`src/rtl/l2_pkg.sv`:
```
// rtl/l2_pkg.sv - shared state encoding, widths and burst legality helper for the L2 request arbiter
package l2_pkg;

  localparam int LINE_WORDS = 16;
  localparam int BURST_W    = 5;
  localparam int TAG_W      = 21;
  localparam int SET_W      = 5;
  localparam int WORD_W     = 4;
  localparam int OFF_W      = 2;
  localparam int ADDR_W     = TAG_W + SET_W + WORD_W + OFF_W;
  localparam int DATA_W     = 32;
  localparam int WBUF_DEPTH = 16;
  localparam int WBUF_AW    = 4;

  typedef enum logic [2:0] {
    ST_IDLE      = 3'd0,
    ST_WFILL     = 3'd1,
    ST_ISSUE     = 3'd2,
    ST_WAIT_BUSY = 3'd3,
    ST_XFER      = 3'd4,
    ST_DONE      = 3'd5
  } state_t;

  // Rejects empty, oversized and line-crossing bursts.
  function automatic logic burst_ok(input logic [WORD_W-1:0] word,
                                    input logic [BURST_W-1:0] burst,
                                    input int line_words);
    logic [BURST_W:0] end_word;
    end_word = {{(BURST_W + 1 - WORD_W){1'b0}}, word} + {1'b0, burst};
    return (burst != '0) && (int'(burst) <= line_words) && (int'(end_word) <= line_words);
  endfunction

endpackage

```
`src/rtl/l2_req_arbiter_if.sv`:
```
// rtl/l2_req_arbiter_if.sv - requester and cache-group signals around the L2 request arbiter
interface l2_req_arbiter_if;
  import l2_pkg::*;

  logic                m0_req, m0_we, m0_wvalid;
  logic [ADDR_W-1:0]   m0_addr;
  logic [BURST_W-1:0]  m0_burst;
  logic [DATA_W-1:0]   m0_wdata;
  logic                m0_gnt, m0_rvalid, m0_done, m0_err;
  logic [DATA_W-1:0]   m0_rdata;

  logic                m1_req, m1_we, m1_wvalid;
  logic [ADDR_W-1:0]   m1_addr;
  logic [BURST_W-1:0]  m1_burst;
  logic [DATA_W-1:0]   m1_wdata;
  logic                m1_gnt, m1_rvalid, m1_done, m1_err;
  logic [DATA_W-1:0]   m1_rdata;

  logic                ds_rreq, ds_wreq, ds_wnext, ds_rvalid, ds_busy;
  logic [ADDR_W-1:0]   ds_addr;
  logic [BURST_W-1:0]  ds_burst;
  logic [DATA_W-1:0]   ds_wdata, ds_rdata;

  // master: the arbiter; slave: the requesters plus the cache group
  modport master (
    input  m0_req, m0_we, m0_addr, m0_burst, m0_wvalid, m0_wdata,
    input  m1_req, m1_we, m1_addr, m1_burst, m1_wvalid, m1_wdata,
    input  ds_wnext, ds_rdata, ds_rvalid, ds_busy,
    output m0_gnt, m0_rvalid, m0_rdata, m0_done, m0_err,
    output m1_gnt, m1_rvalid, m1_rdata, m1_done, m1_err,
    output ds_rreq, ds_wreq, ds_addr, ds_burst, ds_wdata
  );

  modport slave (
    output m0_req, m0_we, m0_addr, m0_burst, m0_wvalid, m0_wdata,
    output m1_req, m1_we, m1_addr, m1_burst, m1_wvalid, m1_wdata,
    output ds_wnext, ds_rdata, ds_rvalid, ds_busy,
    input  m0_gnt, m0_rvalid, m0_rdata, m0_done, m0_err,
    input  m1_gnt, m1_rvalid, m1_rdata, m1_done, m1_err,
    input  ds_rreq, ds_wreq, ds_addr, ds_burst, ds_wdata
  );

endinterface

```
`src/rtl/l2_wbuf.sv`:
```
// rtl/l2_wbuf.sv - 16x32 write buffer with wrapping pointers and an occupancy count
module l2_wbuf
  import l2_pkg::*;
(
  input  logic              clk,
  input  logic              reset,
  input  logic              clr,
  input  logic              push,
  input  logic [DATA_W-1:0] wdata,
  input  logic              pop,
  output logic [DATA_W-1:0] rdata,
  output logic              empty,
  output logic [WBUF_AW:0]  count
);

  logic [DATA_W-1:0]  mem [WBUF_DEPTH];
  logic [WBUF_AW-1:0] wptr, rptr;
  logic [WBUF_AW:0]   cnt;
  logic               do_push, do_pop;

  assign do_push = push && (cnt != (WBUF_AW + 1)'(WBUF_DEPTH));
  assign do_pop  = pop && (cnt != '0);

  always_ff @(posedge clk) begin
    if (reset || clr) begin
      wptr <= '0;
      rptr <= '0;
      cnt  <= '0;
    end else begin
      if (do_push) wptr <= wptr + WBUF_AW'(1);
      if (do_pop)  rptr <= rptr + WBUF_AW'(1);
      case ({do_push, do_pop})
        2'b10:   cnt <= cnt + (WBUF_AW + 1)'(1);
        2'b01:   cnt <= cnt - (WBUF_AW + 1)'(1);
        default: cnt <= cnt;
      endcase
    end
  end

  // Storage is not reset; the pointers alone define what is valid.
  always_ff @(posedge clk) begin
    if (do_push) mem[wptr] <= wdata;
  end

  assign rdata = mem[rptr];
  assign empty = (cnt == '0);
  assign count = cnt;

endmodule

```
`src/rtl/l2_req_arbiter.sv`:
```
// rtl/l2_req_arbiter.sv - two-port round-robin burst arbiter in front of an L2 cache group
module l2_req_arbiter #(
  parameter int LINE_WORDS = l2_pkg::LINE_WORDS,
  parameter int TIMEOUT    = 255
) (
  input logic              clk,
  input logic              reset,
  l2_req_arbiter_if.master bus
);
  import l2_pkg::*;

  localparam int TW = $clog2(TIMEOUT + 1);

  state_t              state;
  logic                last, port, we;
  logic [ADDR_W-1:0]   addr_q;
  logic [BURST_W-1:0]  burst, bcnt;
  logic [TW-1:0]       tcnt;
  logic [1:0]          gnt_q, done_q, err_q, port_sel;
  logic                rreq_q, wreq_q;

  logic                any_req, win, win_we, win_ok;
  logic [ADDR_W-1:0]   win_addr;
  logic [BURST_W-1:0]  win_burst;

  logic                in_xfer, rd_beat, wr_beat, push;
  logic [DATA_W-1:0]   push_data, wb_head;
  logic                wb_empty;
  logic [WBUF_AW:0]    wb_count;

  assign any_req   = bus.m0_req | bus.m1_req;
  // Simultaneous requests go to the port that did not win last time.
  assign win       = (bus.m0_req && bus.m1_req) ? ~last : bus.m1_req;
  assign win_we    = win ? bus.m1_we    : bus.m0_we;
  assign win_addr  = win ? bus.m1_addr  : bus.m0_addr;
  assign win_burst = win ? bus.m1_burst : bus.m0_burst;
  assign win_ok    = burst_ok(win_addr[OFF_W +: WORD_W], win_burst, LINE_WORDS);
  assign port_sel  = port ? 2'b10 : 2'b01;

  // Beats beyond the latched length are ignored.
  assign in_xfer   = (state == ST_XFER) && (bcnt < burst);
  assign rd_beat   = in_xfer && !we && bus.ds_rvalid;
  assign wr_beat   = in_xfer && we && bus.ds_wnext && !wb_empty;
  assign push      = (state == ST_WFILL) && (port ? bus.m1_wvalid : bus.m0_wvalid);
  assign push_data = port ? bus.m1_wdata : bus.m0_wdata;

  l2_wbuf u_wbuf (
    .clk   (clk),
    .reset (reset),
    .clr   (state == ST_IDLE),
    .push  (push),
    .wdata (push_data),
    .pop   (wr_beat),
    .rdata (wb_head),
    .empty (wb_empty),
    .count (wb_count)
  );

  always_ff @(posedge clk) begin
    if (reset) begin
      state  <= ST_IDLE;
      last   <= 1'b1;
      port   <= 1'b0;
      we     <= 1'b0;
      addr_q <= '0;
      burst  <= '0;
      bcnt   <= '0;
      tcnt   <= '0;
      gnt_q  <= '0;
      done_q <= '0;
      err_q  <= '0;
      rreq_q <= 1'b0;
      wreq_q <= 1'b0;
    end else begin
      gnt_q  <= '0;
      done_q <= '0;
      err_q  <= '0;
      rreq_q <= 1'b0;
      wreq_q <= 1'b0;
      case (state)
        ST_IDLE: begin
          if (any_req) begin
            gnt_q  <= win ? 2'b10 : 2'b01;
            last   <= win;
            port   <= win;
            we     <= win_we;
            addr_q <= win_addr & ~ADDR_W'(3);
            burst  <= win_burst;
            if (!win_ok) begin
              err_q <= win ? 2'b10 : 2'b01;
              state <= ST_DONE;
            end else begin
              state <= win_we ? ST_WFILL : ST_ISSUE;
            end
          end
        end
        ST_WFILL: begin
          if (push && ((wb_count + (WBUF_AW + 1)'(1)) == burst)) state <= ST_ISSUE;
        end
        ST_ISSUE: begin
          if (!bus.ds_busy) begin
            rreq_q <= ~we;
            wreq_q <= we;
            tcnt   <= '0;
            state  <= ST_WAIT_BUSY;
          end
        end
        ST_WAIT_BUSY: begin
          if (bus.ds_busy) begin
            bcnt  <= '0;
            state <= ST_XFER;
          end else if (tcnt == TW'(TIMEOUT - 1)) begin
            err_q <= port_sel;
            state <= ST_DONE;
          end else begin
            tcnt <= tcnt + TW'(1);
          end
        end
        ST_XFER: begin
          if (rd_beat || wr_beat) bcnt <= bcnt + BURST_W'(1);
          if ((bcnt == burst) && !bus.ds_busy) begin
            done_q <= port_sel;
            state  <= ST_DONE;
          end
        end
        ST_DONE: state <= ST_IDLE;
        default: state <= ST_IDLE;
      endcase
    end
  end

  assign bus.m0_gnt    = gnt_q[0];
  assign bus.m1_gnt    = gnt_q[1];
  assign bus.m0_done   = done_q[0];
  assign bus.m1_done   = done_q[1];
  assign bus.m0_err    = err_q[0];
  assign bus.m1_err    = err_q[1];
  assign bus.m0_rvalid = rd_beat && !port;
  assign bus.m1_rvalid = rd_beat && port;
  assign bus.m0_rdata  = (rd_beat && !port) ? bus.ds_rdata : '0;
  assign bus.m1_rdata  = (rd_beat && port)  ? bus.ds_rdata : '0;
  assign bus.ds_rreq   = rreq_q;
  assign bus.ds_wreq   = wreq_q;
  assign bus.ds_addr   = addr_q;
  assign bus.ds_burst  = burst;
  assign bus.ds_wdata  = ((state == ST_XFER) && we && !wb_empty) ? wb_head : '0;

endmodule

```
`src/flat_wrapper.sv`:
```
// flat-port wrapper written by rule: the top's interface ports become plain ports
module l2_req_arbiter_flat import l2_pkg::*;
#(
  parameter int LINE_WORDS = l2_pkg::LINE_WORDS,
  parameter int TIMEOUT    = 255
)
  (clk, reset, bus_m0_req, bus_m0_we, bus_m0_addr, bus_m0_burst, bus_m0_wvalid, bus_m0_wdata, bus_m1_req, bus_m1_we, bus_m1_addr, bus_m1_burst, bus_m1_wvalid, bus_m1_wdata, bus_ds_wnext, bus_ds_rdata, bus_ds_rvalid, bus_ds_busy, bus_m0_gnt, bus_m0_rvalid, bus_m0_rdata, bus_m0_done, bus_m0_err, bus_m1_gnt, bus_m1_rvalid, bus_m1_rdata, bus_m1_done, bus_m1_err, bus_ds_rreq, bus_ds_wreq, bus_ds_addr, bus_ds_burst, bus_ds_wdata);
  l2_req_arbiter_if bus_i ();
  input logic clk;
  input logic reset;
  input wire logic [$bits(bus_i.m0_req)-1:0] bus_m0_req;
  input wire logic [$bits(bus_i.m0_we)-1:0] bus_m0_we;
  input wire logic [$bits(bus_i.m0_addr)-1:0] bus_m0_addr;
  input wire logic [$bits(bus_i.m0_burst)-1:0] bus_m0_burst;
  input wire logic [$bits(bus_i.m0_wvalid)-1:0] bus_m0_wvalid;
  input wire logic [$bits(bus_i.m0_wdata)-1:0] bus_m0_wdata;
  input wire logic [$bits(bus_i.m1_req)-1:0] bus_m1_req;
  input wire logic [$bits(bus_i.m1_we)-1:0] bus_m1_we;
  input wire logic [$bits(bus_i.m1_addr)-1:0] bus_m1_addr;
  input wire logic [$bits(bus_i.m1_burst)-1:0] bus_m1_burst;
  input wire logic [$bits(bus_i.m1_wvalid)-1:0] bus_m1_wvalid;
  input wire logic [$bits(bus_i.m1_wdata)-1:0] bus_m1_wdata;
  input wire logic [$bits(bus_i.ds_wnext)-1:0] bus_ds_wnext;
  input wire logic [$bits(bus_i.ds_rdata)-1:0] bus_ds_rdata;
  input wire logic [$bits(bus_i.ds_rvalid)-1:0] bus_ds_rvalid;
  input wire logic [$bits(bus_i.ds_busy)-1:0] bus_ds_busy;
  output wire logic [$bits(bus_i.m0_gnt)-1:0] bus_m0_gnt;
  output wire logic [$bits(bus_i.m0_rvalid)-1:0] bus_m0_rvalid;
  output wire logic [$bits(bus_i.m0_rdata)-1:0] bus_m0_rdata;
  output wire logic [$bits(bus_i.m0_done)-1:0] bus_m0_done;
  output wire logic [$bits(bus_i.m0_err)-1:0] bus_m0_err;
  output wire logic [$bits(bus_i.m1_gnt)-1:0] bus_m1_gnt;
  output wire logic [$bits(bus_i.m1_rvalid)-1:0] bus_m1_rvalid;
  output wire logic [$bits(bus_i.m1_rdata)-1:0] bus_m1_rdata;
  output wire logic [$bits(bus_i.m1_done)-1:0] bus_m1_done;
  output wire logic [$bits(bus_i.m1_err)-1:0] bus_m1_err;
  output wire logic [$bits(bus_i.ds_rreq)-1:0] bus_ds_rreq;
  output wire logic [$bits(bus_i.ds_wreq)-1:0] bus_ds_wreq;
  output wire logic [$bits(bus_i.ds_addr)-1:0] bus_ds_addr;
  output wire logic [$bits(bus_i.ds_burst)-1:0] bus_ds_burst;
  output wire logic [$bits(bus_i.ds_wdata)-1:0] bus_ds_wdata;
  assign bus_i.m0_req = bus_m0_req;
  assign bus_i.m0_we = bus_m0_we;
  assign bus_i.m0_addr = bus_m0_addr;
  assign bus_i.m0_burst = bus_m0_burst;
  assign bus_i.m0_wvalid = bus_m0_wvalid;
  assign bus_i.m0_wdata = bus_m0_wdata;
  assign bus_i.m1_req = bus_m1_req;
  assign bus_i.m1_we = bus_m1_we;
  assign bus_i.m1_addr = bus_m1_addr;
  assign bus_i.m1_burst = bus_m1_burst;
  assign bus_i.m1_wvalid = bus_m1_wvalid;
  assign bus_i.m1_wdata = bus_m1_wdata;
  assign bus_i.ds_wnext = bus_ds_wnext;
  assign bus_i.ds_rdata = bus_ds_rdata;
  assign bus_i.ds_rvalid = bus_ds_rvalid;
  assign bus_i.ds_busy = bus_ds_busy;
  assign bus_m0_gnt = bus_i.m0_gnt;
  assign bus_m0_rvalid = bus_i.m0_rvalid;
  assign bus_m0_rdata = bus_i.m0_rdata;
  assign bus_m0_done = bus_i.m0_done;
  assign bus_m0_err = bus_i.m0_err;
  assign bus_m1_gnt = bus_i.m1_gnt;
  assign bus_m1_rvalid = bus_i.m1_rvalid;
  assign bus_m1_rdata = bus_i.m1_rdata;
  assign bus_m1_done = bus_i.m1_done;
  assign bus_m1_err = bus_i.m1_err;
  assign bus_ds_rreq = bus_i.ds_rreq;
  assign bus_ds_wreq = bus_i.ds_wreq;
  assign bus_ds_addr = bus_i.ds_addr;
  assign bus_ds_burst = bus_i.ds_burst;
  assign bus_ds_wdata = bus_i.ds_wdata;
  l2_req_arbiter #(.LINE_WORDS(LINE_WORDS), .TIMEOUT(TIMEOUT)) u_core (.clk(clk), .reset(reset), .bus(bus_i));
endmodule
```
`config.mk`:
```
export PLATFORM = sky130hd
export DESIGN_NAME = l2_req_arbiter_flat
export DESIGN_NICKNAME = d
export VERILOG_FILES = /design/src/rtl/l2_pkg.sv /design/src/rtl/l2_req_arbiter_if.sv /design/src/rtl/l2_wbuf.sv /design/src/rtl/l2_req_arbiter.sv /design/src/flat_wrapper.sv
export SDC_FILE = /design/constraint.sdc
export NUM_CORES = 1
export LEC_CHECK = 0
export BUFFER_PORTS_ARGS = -buffer_cell sky130_fd_sc_hd__buf_2
export CAP_MARGIN = 20
export CORE_MARGIN = 3
export CORE_UTILIZATION = 55
export CTS_CLUSTER_DIAMETER = 150
export DETAILED_ROUTE_END_ITERATION = 10
export PLACE_DENSITY = 0.77
export SLEW_MARGIN = 20
export SYNTH_ARGS = -nofsm -noshare
export SYNTH_HDL_FRONTEND = slang
export SYNTH_HIERARCHICAL = 1
export SYNTH_SLANG_ARGS = --single-unit
```
`constraint.sdc`:
```
create_clock -name clk -period 7.6 [get_ports clk]
set_input_delay 2.28 -clock clk [delete_from_list [all_inputs] [get_ports clk]]
set_output_delay 2.28 -clock clk [all_outputs]
set_load 0.005 [all_outputs]
```
; ---- After elaboration in Yosys (flattened, before gate mapping)
; Memories as Yosys holds them, arrays and structs flattened. A register that Yosys moved wholly into a read port is not among the register bits.
; Index checks and enable logic that the tools add are counted.
; W data, S select, Z words.
[word_totals]
in_bits = 181
latch_bits = 0
romBits = 0
mem_count = 1
mem_bits_rw = 512
reg_bits = 75
[classes]
order_cmp = 3
add_sub_neg = 7
bitwise_logic = 8
n_mux = 37
reduce_logical = 38
n_eq_ne = 19
mul = 0
shift = 0
div_mod_pow = 0
[mem_list]
columns = memory, depth, word_bits, rd, rd_clocked_by_memory_dff, wr, line_no
row1 = u_core.u_wbuf.mem, 16, 32, 1, 1, 1, l2_wbuf.sv:16  ; logic [DATA_W-1:0] mem [WBUF_DEPTH];
[ops]
columns = op, count
row1 = $mux W32, 5
row2 = $mux W8, 3
row3 = $mux W3, 7
row4 = $pmux W5 S2, 2
row5 = $logic_and A1 B1 Y1, 18
row6 = $pmux W8 S2, 1
row7 = $mux W5, 3
row8 = $pmux W3 S5, 1
row9 = $mux W2, 7
row10 = $add A5 B1 Y5 const B, 2
row11 = $eq A5 B5 Y1, 2
row12 = $ne A2 B2 Y1 const B, 5
row13 = $reduce_bool A5 Y1, 2
row14 = $reduce_or A3 Y1, 3
row15 = $add A4 B1 Y4 const B, 2
row16 = $add A8 B1 Y8 const B, 1
row17 = $eq A8 B8 Y1 const B, 1
row18 = $mux W4, 2
row19 = $not A1 Y1, 7
row20 = $add A4 B5 Y6, 1
row21 = $eq A3 B2 Y1 const B, 2
row22 = $le A6 B5 Y1 const B, 1
row23 = $ne A2 B1 Y1 const B, 3
row24 = $reduce_bool A2 Y1, 3
row25 = other kinds (20), 28

; ---- Longest topological paths before layout
; Gate-level depths: netlist of run 1.
[depth]
depth_word = 9
mapped_depth = 15

; ---- Modules after synthesis
; Netlist of run 1, hierarchy kept.
[by_module_without_submodules]
columns = module, cells_per_inst, instances, area_per_inst_um2, seq_area_each_um2
row1 = l2_wbuf, 828, 1, 20363.3, 15715.1
row2 = l2_req_arbiter, 497, 1, 4185.3, 1241.2

; ---- Worst setup path after synthesis of run 1
; OpenSTA, ideal clock, no wires.
[synth_timing]
path_type = in2reg
startpoint = input bus_m1_wvalid
endpoint = memory u_core.u_wbuf.mem[3][0] (enable)
required_time_ns = 7.139
stages = 5
path_slack_ns = 1.916
setup_ns = 0.461
path_buffers = 0
arrival_ns = 5.223
path_cell_list = mux2i_1 -> nor2b_1 -> a21boi_2 -> nand2_1 -> nor3_1
[synth_between]
elab_chain_len = 5
[synth_lines]
columns = element, line_no
row1 = "start, declared", flat_wrapper.sv:21  ; input wire logic [$bits(bus_i.m1_wvalid)-1:0] bus_m1_wvalid;
row2 = $mux W1, l2_req_arbiter.sv:44  ; assign push = (state == ST_WFILL) && (port ? bus.m1_wvalid : bus.m0_wvalid);
row3 = $logic_and A1 B1 Y1, l2_req_arbiter.sv:44
row4 = net u_core.push, l2_req_arbiter.sv:26  ; logic in_xfer, rd_beat, wr_beat, push;
row5 = $logic_and A1 B1 Y1, l2_wbuf.sv:21  ; assign do_push = push && (cnt != (WBUF_AW + 1)'(WBUF_DEPTH));
row6 = $mux W1, l2_wbuf.sv:42  ; if (do_push) mem[wptr] <= wdata;
row7 = $mux W1 (implied by the code), l2_wbuf.sv:42
row8 = "end, declared", l2_wbuf.sv:16
; The timed path passes the listed nets, and every way through them passes these cells.

; ---- Worst setup path in the final report of run 1
[layout_timing]
startpoint = input bus_ds_rvalid
endpoint = output bus_m1_rdata[2]
[layout_between]
elab_chain_len = 3
[layout_lines]
columns = element, line_no
row1 = "start, declared", flat_wrapper.sv:25  ; input wire logic [$bits(bus_i.ds_rvalid)-1:0] bus_ds_rvalid;
row2 = $logic_and A1 B1 Y1, l2_req_arbiter.sv:42  ; assign rd_beat = in_xfer && !we && bus.ds_rvalid;
row3 = $logic_and A1 B1 Y1, l2_req_arbiter.sv:141  ; assign bus.m1_rdata = (rd_beat && port) ? bus.ds_rdata : '0;
row4 = $mux W32, l2_req_arbiter.sv:141
row5 = "end, declared", flat_wrapper.sv:34  ; output wire logic [$bits(bus_i.m1_rdata)-1:0] bus_m1_rdata;
; No other way between the ends.

==> results.txt, run 1 <==
The transition at the pin with the smallest max-transition slack is 1.07 ns. The detailed placer's ending HPWL came out at 33,700 um. The wire length reported by the detailed router came out at 57,800 um.

Global routing used 24.3% of the available tracks across all layers. TritonCTS built the clock tree. For this design the ratio of total power to cell area is approximately 270 nW/um^2. The post-CTS clock slew at the launch and capture registers of the worst setup and hold paths came out at about 0.06 ns. The total negative setup slack is 0 ns. The area of the mapped netlist is 24,500 sq um. For the worst setup path, the data arrival time is 3.66 ns. The number of antenna violations at the first check in global routing came out at 1. At the end of the flow the core is filled with cells to 66.0%. The number of standard cells in the layout, taps in and fillers out came out at approximately 2,300. The x dimension of the die came out at roughly 220 um.

Walking the worst path, the cells encountered are buf_2, nor3b_2, and3_1, and2_1, buf_2. The maximum fanout count along the critical path came out at 33. The cell family contributing the most delay on the critical path is simple AND/OR/NAND/NOR gates. The number of buffer and inverter stages on the critical path is 2.

The flop and latch count out of synthesis is 591. The post-detailed-route DRC marker count came out at 0. The number of detailed-routing iterations run before antenna repair came out at 8.

The setup skew after layout is 0.0269 ns. Entering global routing, the biggest net connects 129 pins. The site row count came out at 76. Including well taps, the total number of placed cells is around 2,200. Summing the sequential cell areas from Yosys gives 69.1% of the chip area.

Global routing consumed, on the met1 layer, 32.0% of the routing resources. The core area is between 40,000 and 50,000 sq um. Setup repair after global routing left no endpoint under its margin. The number of design-rule violations left by the first detailed-router iteration is 1,360. The final setup violation count came out at 0. The synthesized netlist cell count is 1,325. The fraction of layout instances using a drive strength above 1 came out at 36.5%. Counting flops with a built-in enable in the synthesized netlist gives approximately 510. The minimum period implied by the final worst setup slack came out at 5.94 ns. At the end of routability-driven placement, the weighted congestion stood at 0.855. The overall die height came out at 217 um.

The die covers 47,200 sq um. The highest clock rate is 168 MHz. The total CTS buffers came out at 57.

The starting density of the core is roughly 56%. After detailed routing, the average wire length per cell comes to 25.3 um. In this design, the critical path's most frequently occurring cell is buf_2. The number of max-cap violations is 0. The worst setup slack after layout is 1.66 ns. STA puts the critical path data required time at 5.32 ns. After global routing the overflow that remains totals 0.

The area growth from synthesis to layout came out at 17.1%. In this run the most used layer during global routing was met2. The worst setup path is captured at a primary output.

The via count of the first global-routing pass is roughly 14,000. The maximum single-stage delay on the critical path came out at around 0.76 ns. The count of pins on the block boundary came out at roughly 320. The total number of nets in the final design came out at 1,856. Of all flip-flops after synthesis, the portion carrying an async set or reset was 0%. The clock insertion delay at the later pin of the skew report came out at 0.61 ns. The critical-path cell with the highest stage delay is and3_1.

The global-route wire length before repair is 86,300 um. The total of cells resized after clock tree synthesis is 0. The final critical path takes up 78.2% of the cycle. The largest voltage drop on the vdd net is between 0.2 and 0.3 mV. The post-route worst hold slack is 0.484 ns. In this run the number of H-tree levels came out at 2. For this run, global-route usage on met2 was measured as a little over two fifths. The via count of the routed design came out at about 14,000. The worst slack at placement is 1.66 ns. The number of pins exceeding their max-slew limit in the final report came out at 0. The total of buffers placed on input and output ports came out at 317. The number of distinct standard cells referenced by the synthesized netlist came out at a little over 60.

After clock tree synthesis, the setup repair step added 0 buffers. The tree is rooted in a clkbuf_16. Counting every sink on the clock net gives about 590.

The final count of hold timing violations was 0. The leakage power came out at 10.1 nW. During synthesis, Yosys emitted a total of 6 warnings. The worst slew slack as a fraction of its limit came out at 28.9%. For this run, the leading register cell type out of synthesis is edfxtp_1.

The flow ran to the end, and the final reports show no timing, DRC or antenna violations. The type of the tightest min-delay check is reg -> reg. The largest buffer count on any clock path came out at 3. The synthesized area per cell came out at ~19 sq um.

The met3 layer usage reported by global route came out at 4.36%. The count of antenna-violating nets left after detailed routing came out at 0. The critical path is of the in -> out type. The number of hold buffers added after CTS came out at 0. The ratio of routed vias to standard cells is 6.11.

The kind of start point of the critical path is an input pin.
registers in the layout, summed over array words and instances (netlist names), 2 cells and up, named ones only:
register             count
u_core/bcnt              5
u_core/bus.ds_addr      30
u_core/bus.ds_burst      5
u_core/done_q            2
u_core/err_q             2
u_core/gnt_q             2
u_core/state             3
u_core/tcnt              8
u_core/u_wbuf/count      5
u_core/u_wbuf/mem      512
u_core/u_wbuf/rptr       4
u_core/u_wbuf/wptr       4
layout by cell type, fill, tap and decap left out, types with 6 or more instances in the layout:
cell	n
o21ai_0	10
mux2_2	38
ha_1	20
dfxtp_1	74
xnor2_1	9
nand2b_1	8
mux2i_1	10
buf_4	28
bufinv_16	7
mux4_2	110
clkbuf_1	12
xor2_1	12
nand3_1	9
a21oi_1	15
a222oi_1	26
clkinv_1	6
and3_1	39
buf_2	317
or3_1	6
edfxtp_1	512
nor3_1	12
nand2_1	16
clkinv_2	9
nand4_1	6
mux4_1	50
clkinvlp_4	7
nor2_1	83
clkbuf_16	59
nor2_4	12
and2_1	69
inv_1	17
a211oi_1	11
through the flow:
stage	total power [mW]	cell area (sq um)
after floorplan	4.57	24600
after global placement	4.92	26800
after detailed placement	4.97	26800
after CTS	7.83	28700
after global routing	8.06	28800
final	7.78	28800
routing by layer:
| metal | vias up | part of all wire [%] | routed length [um] |
|---|---|---|---|
| met3 | 111 | 8.3 | 4800 |
| li1 | 6062 | - | - |
| met2 | 724 | 51 | 29600 |
| met1 | 7072 | 38 | 21900 |
| met4 | 0 | 2.6 | 1490 |
| met5 | - | 0 | 0 |
kinds of logic after synthesis:
| family | synth area share [%] |
|---|---|
| flops | 69.1 |
| simple gates | 6.44 |
| mux | 17.6 |
| buf+inv | 2.07 |
| compound gates | 2.96 |
| fa+ha+maj | 1.10 |
| xor+xnor | 0.749 |
| other cells | 0.0153 |
cell type report:
type | instances | area (sq um)
clock inverter | 33 | 397
inverter | 17 | 63.8
clock buffer | 71 | 1520
tap | 585 | 732
fill | 2899 | 14800
sequential | 591 | 17000
timing repair buffer | 348 | 1860
multi-input combinational | 639 | 7210
antenna | 1 | 2.50
final timing paths:
kind / from / to / slack (ns) / cells after the start
worst min register to register: u_core/bcnt[4] / u_core/bcnt[4] / 0.48 / 1
worst max-delay path: bus_ds_rvalid / bus_m1_rdata[2] / 1.66 / 5
worst min-delay path: u_core/bcnt[4] / u_core/bcnt[4] / 0.48 / 1
worst max register to register: u_core/port / u_core/u_wbuf/mem[3][10] / 3.39 / 7
power by group:
| part | switching [mW] | total, mW | internal (mW) |
|---|---|---|---|
| Sequential | 0.107 | 3.88 | 3.77 |
| Clock | 1.20 | 2.87 | 1.67 |
| Combinational | 0.626 | 1.03 | 0.405 |
synthesized netlist by cell type (11+ instances only):
cell type | n | share of area (%)
nand2_1 | 16 | 0.24
buf_2 | 11 | 0.22
mux4_1 | 50 | 5.4
and2_1 | 69 | 1.8
a211oi_1 | 11 | 0.34
mux4_2 | 110 | 10
xor2_1 | 12 | 0.43
and3_1 | 39 | 0.99
inv_1 | 17 | 0.26
buf_6 | 12 | 0.55
mux2_2 | 38 | 1.7
a21oi_1 | 15 | 0.31
nor2_1 | 95 | 1.5
edfxtp_1 | 512 | 63
a222oi_1 | 26 | 1.1
clkbuf_1 | 41 | 0.63
ha_1 | 20 | 1.0
nor3_1 | 16 | 0.33
dfxtp_1 | 79 | 6.4
Note: power is estimated with default switching activity, not from simulation.
==> run 2, diff against run 1 <==
==> constraint.sdc (replaced) <==
create_clock -name clk -period 5.62 [get_ports clk]
set_input_delay 1.686 -clock clk [delete_from_list [all_inputs] [get_ports clk]]
set_output_delay 1.686 -clock clk [all_outputs]
set_load 0.005 [all_outputs]
==> run 2 against run 1 <==
Net effect: cell count increased by 0.39%; sequential power grew 35%; critical path depth unchanged; core utilization is essentially flat; clock power grew 27%.
==> results.txt, run 2 (synthesis results as in run 1) <==
The global-route wire length before repair came out at 85,400 um (was 86,300 um). The total CTS buffers is 58 (was 57). The worst slack at placement came out at 0.853 ns (was 1.66 ns). The final worst-path cycle share is 86.1%. The starting density of the core came out at 56.4% (unchanged). The number of max-cap violations came to 0 (unchanged). The register cell area after layout came out at 17,000 sq um (unchanged).

The highest clock rate is 207 MHz. The number of setup buffers added after CTS came out at 0 (unchanged). The largest buffer count on any clock path is 3 (unchanged). The number of antenna violations at the first check in global routing came to 0 (was 1). The wire length reported by the detailed router is 57,400 um (was 57,800 um). The flop-to-flop setup slack came to 1.37 ns (was 3.39 ns). The data required time of the worst path is 3.93 ns (was 5.32 ns). The data arrival time of the critical path is 3.15 ns (was 3.66 ns). The via count of the first global-routing pass came out at 13,983 (was 14,256). The maximum number of pins on one net before global-route repair is 49 (was 129).

The setup skew after layout came out at 0.0349 ns (was 0.0269 ns). The critical-path cell with the highest stage delay is mux4_1 (was and3_1). The number of standard cells in the layout, taps in and fillers out is 2,294 (was 2,285). The x dimension of the die came out at 217 um (unchanged). The net switching fraction of the power came to 25.2% (was 24.8%).

The power dissipated by switching net loads is 2.59 mW (was 1.93 mW). The total area of multi-input combinational cells is 7210 sq um (unchanged). RSZ-0062 raised after global routing: no (unchanged). The total number of nets in the final design is 1,864 (was 1,856). The overall die height was 217 um (unchanged). The detailed placer's ending HPWL came out at 33,600 um (was 33,700 um). The root cell of the clock tree was clkbuf_16 (unchanged). The fraction of power consumed by sequential logic came out at 51.0% (was 49.9%).

The post-detailed-route wirelength per cell is 25.0 um (was 25.3 um). Status: complete, no violations (unchanged). The startpoint-to-endpoint class of the critical path was reg -> out (was in -> out).

The post-route worst hold slack is 0.491 ns (was 0.484 ns). The category of the worst setup path capture point is a primary output (unchanged). The count of pins on the block boundary is 324 (unchanged). The leakage power came to 10.1 nW (about the same). The largest voltage drop on the vdd net is 0.269 mV (was 0.267 mV). The via count of the routed design came out at 14,002 (was 13,969).

The core area is 43,600 sq um (unchanged). The number of pins exceeding their max-slew limit in the final report came out at 0 (unchanged). The maximum single-stage delay on the critical path came out at 0.65 ns (was 0.76 ns).

The total of buffers placed on input and output ports is 317 (unchanged). The internal power of the cells came to 7.69 mW (was 5.85 mW). The total negative setup slack is 0 ns (unchanged). The final count of hold timing violations is 0 (unchanged). The global-route congestion overflow total is 0 (unchanged). The area growth from synthesis to layout is 17.1% (about the same). The final setup violation count came out at 0 (unchanged). Most frequent cells in the layout: edfxtp_1, buf_2, mux4_2 (unchanged). The global-route usage over all layers came out at 24.2% (was 24.3%). The logic gate share of total power is 13.6% (was 13.3%). The total of cells resized after clock tree synthesis came out at 0 (unchanged). The worst path needs about 4.8 ns of the cycle, external delays included. The clock insertion delay at the later pin of the skew report came out at 0.63 ns (was 0.61 ns).

Cell chain of the critical path: buf_4, mux4_1, mux4_2, and3_1, buf_2 (was buf_2, nor3b_2, and3_1, and2_1, buf_2). The placer congestion estimate came to 0.835 (was 0.855). The flip-flop count of the largest register after layout came out at 512 (unchanged). The fraction of layout instances using a drive strength above 1 came out at 36.5% (about the same). The worst slew slack as a fraction of its limit came out at 33.6% (was 28.9%).

The CTS tree was yes (unchanged). The relative contribution of the clock network to total power was 35.4% (was 36.8%). The total power density per cell area came to 358 nW/um^2 (was 270 nW/um^2). The maximum fanout count along the critical path came out at 22 (was 33).

The count of antenna-violating nets left after detailed routing came to 0 (unchanged). The number of design-rule violations left by the first detailed-router iteration was 1,471 (was 1,360). The type of the tightest min-delay check is reg -> reg (unchanged). The worst setup slack after layout is 0.782 ns (was 1.66 ns). The site row count was 76 (unchanged).

The transition at the pin with the smallest max-transition slack is 0.995 ns (was 1.07 ns). The die outline area came out at 47,200 sq um (unchanged). The number of hold buffers added after CTS came out at 0 (unchanged).

The kind of start point of the critical path is a register (was input pin). The final-layout fill cell count came out at 2,907 (was 2,899). The H-tree depth came out at 2 (unchanged).

The post-detailed-route DRC marker count is 0 (unchanged). The most common library cell in the layout ignoring fill and taps is edfxtp_1 (unchanged). The number of detailed-routing iterations run before antenna repair is 8 (unchanged).

The CTS sink count is 591 (unchanged). The largest register by flop count is u_core/u_wbuf/mem (unchanged). The ratio of routed vias to standard cells came out at 6.10 (was 6.11). The post-CTS clock slew at the launch and capture registers of the worst setup and hold paths came out at 0.06 ns (about the same). The instance count after placement with tap cells included came out at 2,187 (was 2,179).
==> run 2: cell count changes in the layout (fill, tap and decap cells not counted), moves of 2 or more <==
| cell | previous run | this run |
|---|---|---|
| buf_12 | 2 | 8 |
| clkinv_1 | 6 | 12 |
| clkinv_2 | 9 | 14 |
| bufinv_16 | 7 | 3 |
| buf_4 | 28 | 30 |
| clkinvlp_4 | 7 | 5 |
==> run 2: per-layer routing <==
metal / vias up / share of wire (%) / track usage (%)
li1: 6070 / - / -
met1: 7108 / 38 / 32.6
met2: 717 / 51 / 40.9
met3: 107 / 8.4 / 3.90
met4: 0 / 3.1 / 8.05
met5: - / 0 / 0
==> run 2: through the flow <==
stage / utilization [%] / area [sq um] / power (mW)
after detailed placement: 61.9 / 26900 / 6.73
after floorplan: - / 24600 / 6.18
final: 66.0 / 28700 / 10.3
after global placement: 61.9 / 26900 / 6.66
after global routing: 66.0 / 28700 / 10.7
after CTS: 66.0 / 28700 / 10.3
==> run 2: cell type report <==
| class | count | share of cell area, % |
|---|---|---|
| diodes | 1 | 0.00871 |
| clock buffers | 69 | 5.19 |
| flip-flops and latches | 591 | 59.0 |
| repair buffers | 355 | 6.86 |
| clock inverters | 37 | 1.04 |
| multi-input cells | 639 | 25.1 |
| well taps | 585 | 2.55 |
| inverters | 17 | 0.222 |
==> run 2: worst paths after layout <==
check / depth (start not counted) / from / to
worst max-delay path: 5 / register / bus_ds_wdata[31]
worst min register to register: 2 / u_core/tcnt[7] / u_core/tcnt[7]
worst max register to register: 15 / u_core/u_wbuf/count[2] / u_core/u_wbuf/count[4]
worst min-delay path: 2 / u_core/tcnt[7] / u_core/tcnt[7]
==> run 2: worst max-delay path: cells and delay by family, from the launching register on <==
family / cells / cell delay [ns]
buffers and inverters: 2 / 0.64
DFF: 1 / 0.51
muxes: 2 / 1.16
and+or+nand+nor: 1 / 0.22
==> run 2: power groups by stage <==
stage | clock, mW | combinational [mW] | sequential [mW]
after floorplan | 0 | 0.892 | 5.28
after global placement | 0 | 1.33 | 5.33
after detailed placement | 0 | 1.39 | 5.34
after CTS | 3.70 | 1.40 | 5.25
after global routing | 3.88 | 1.54 | 5.27
final | 3.64 | 1.40 | 5.25
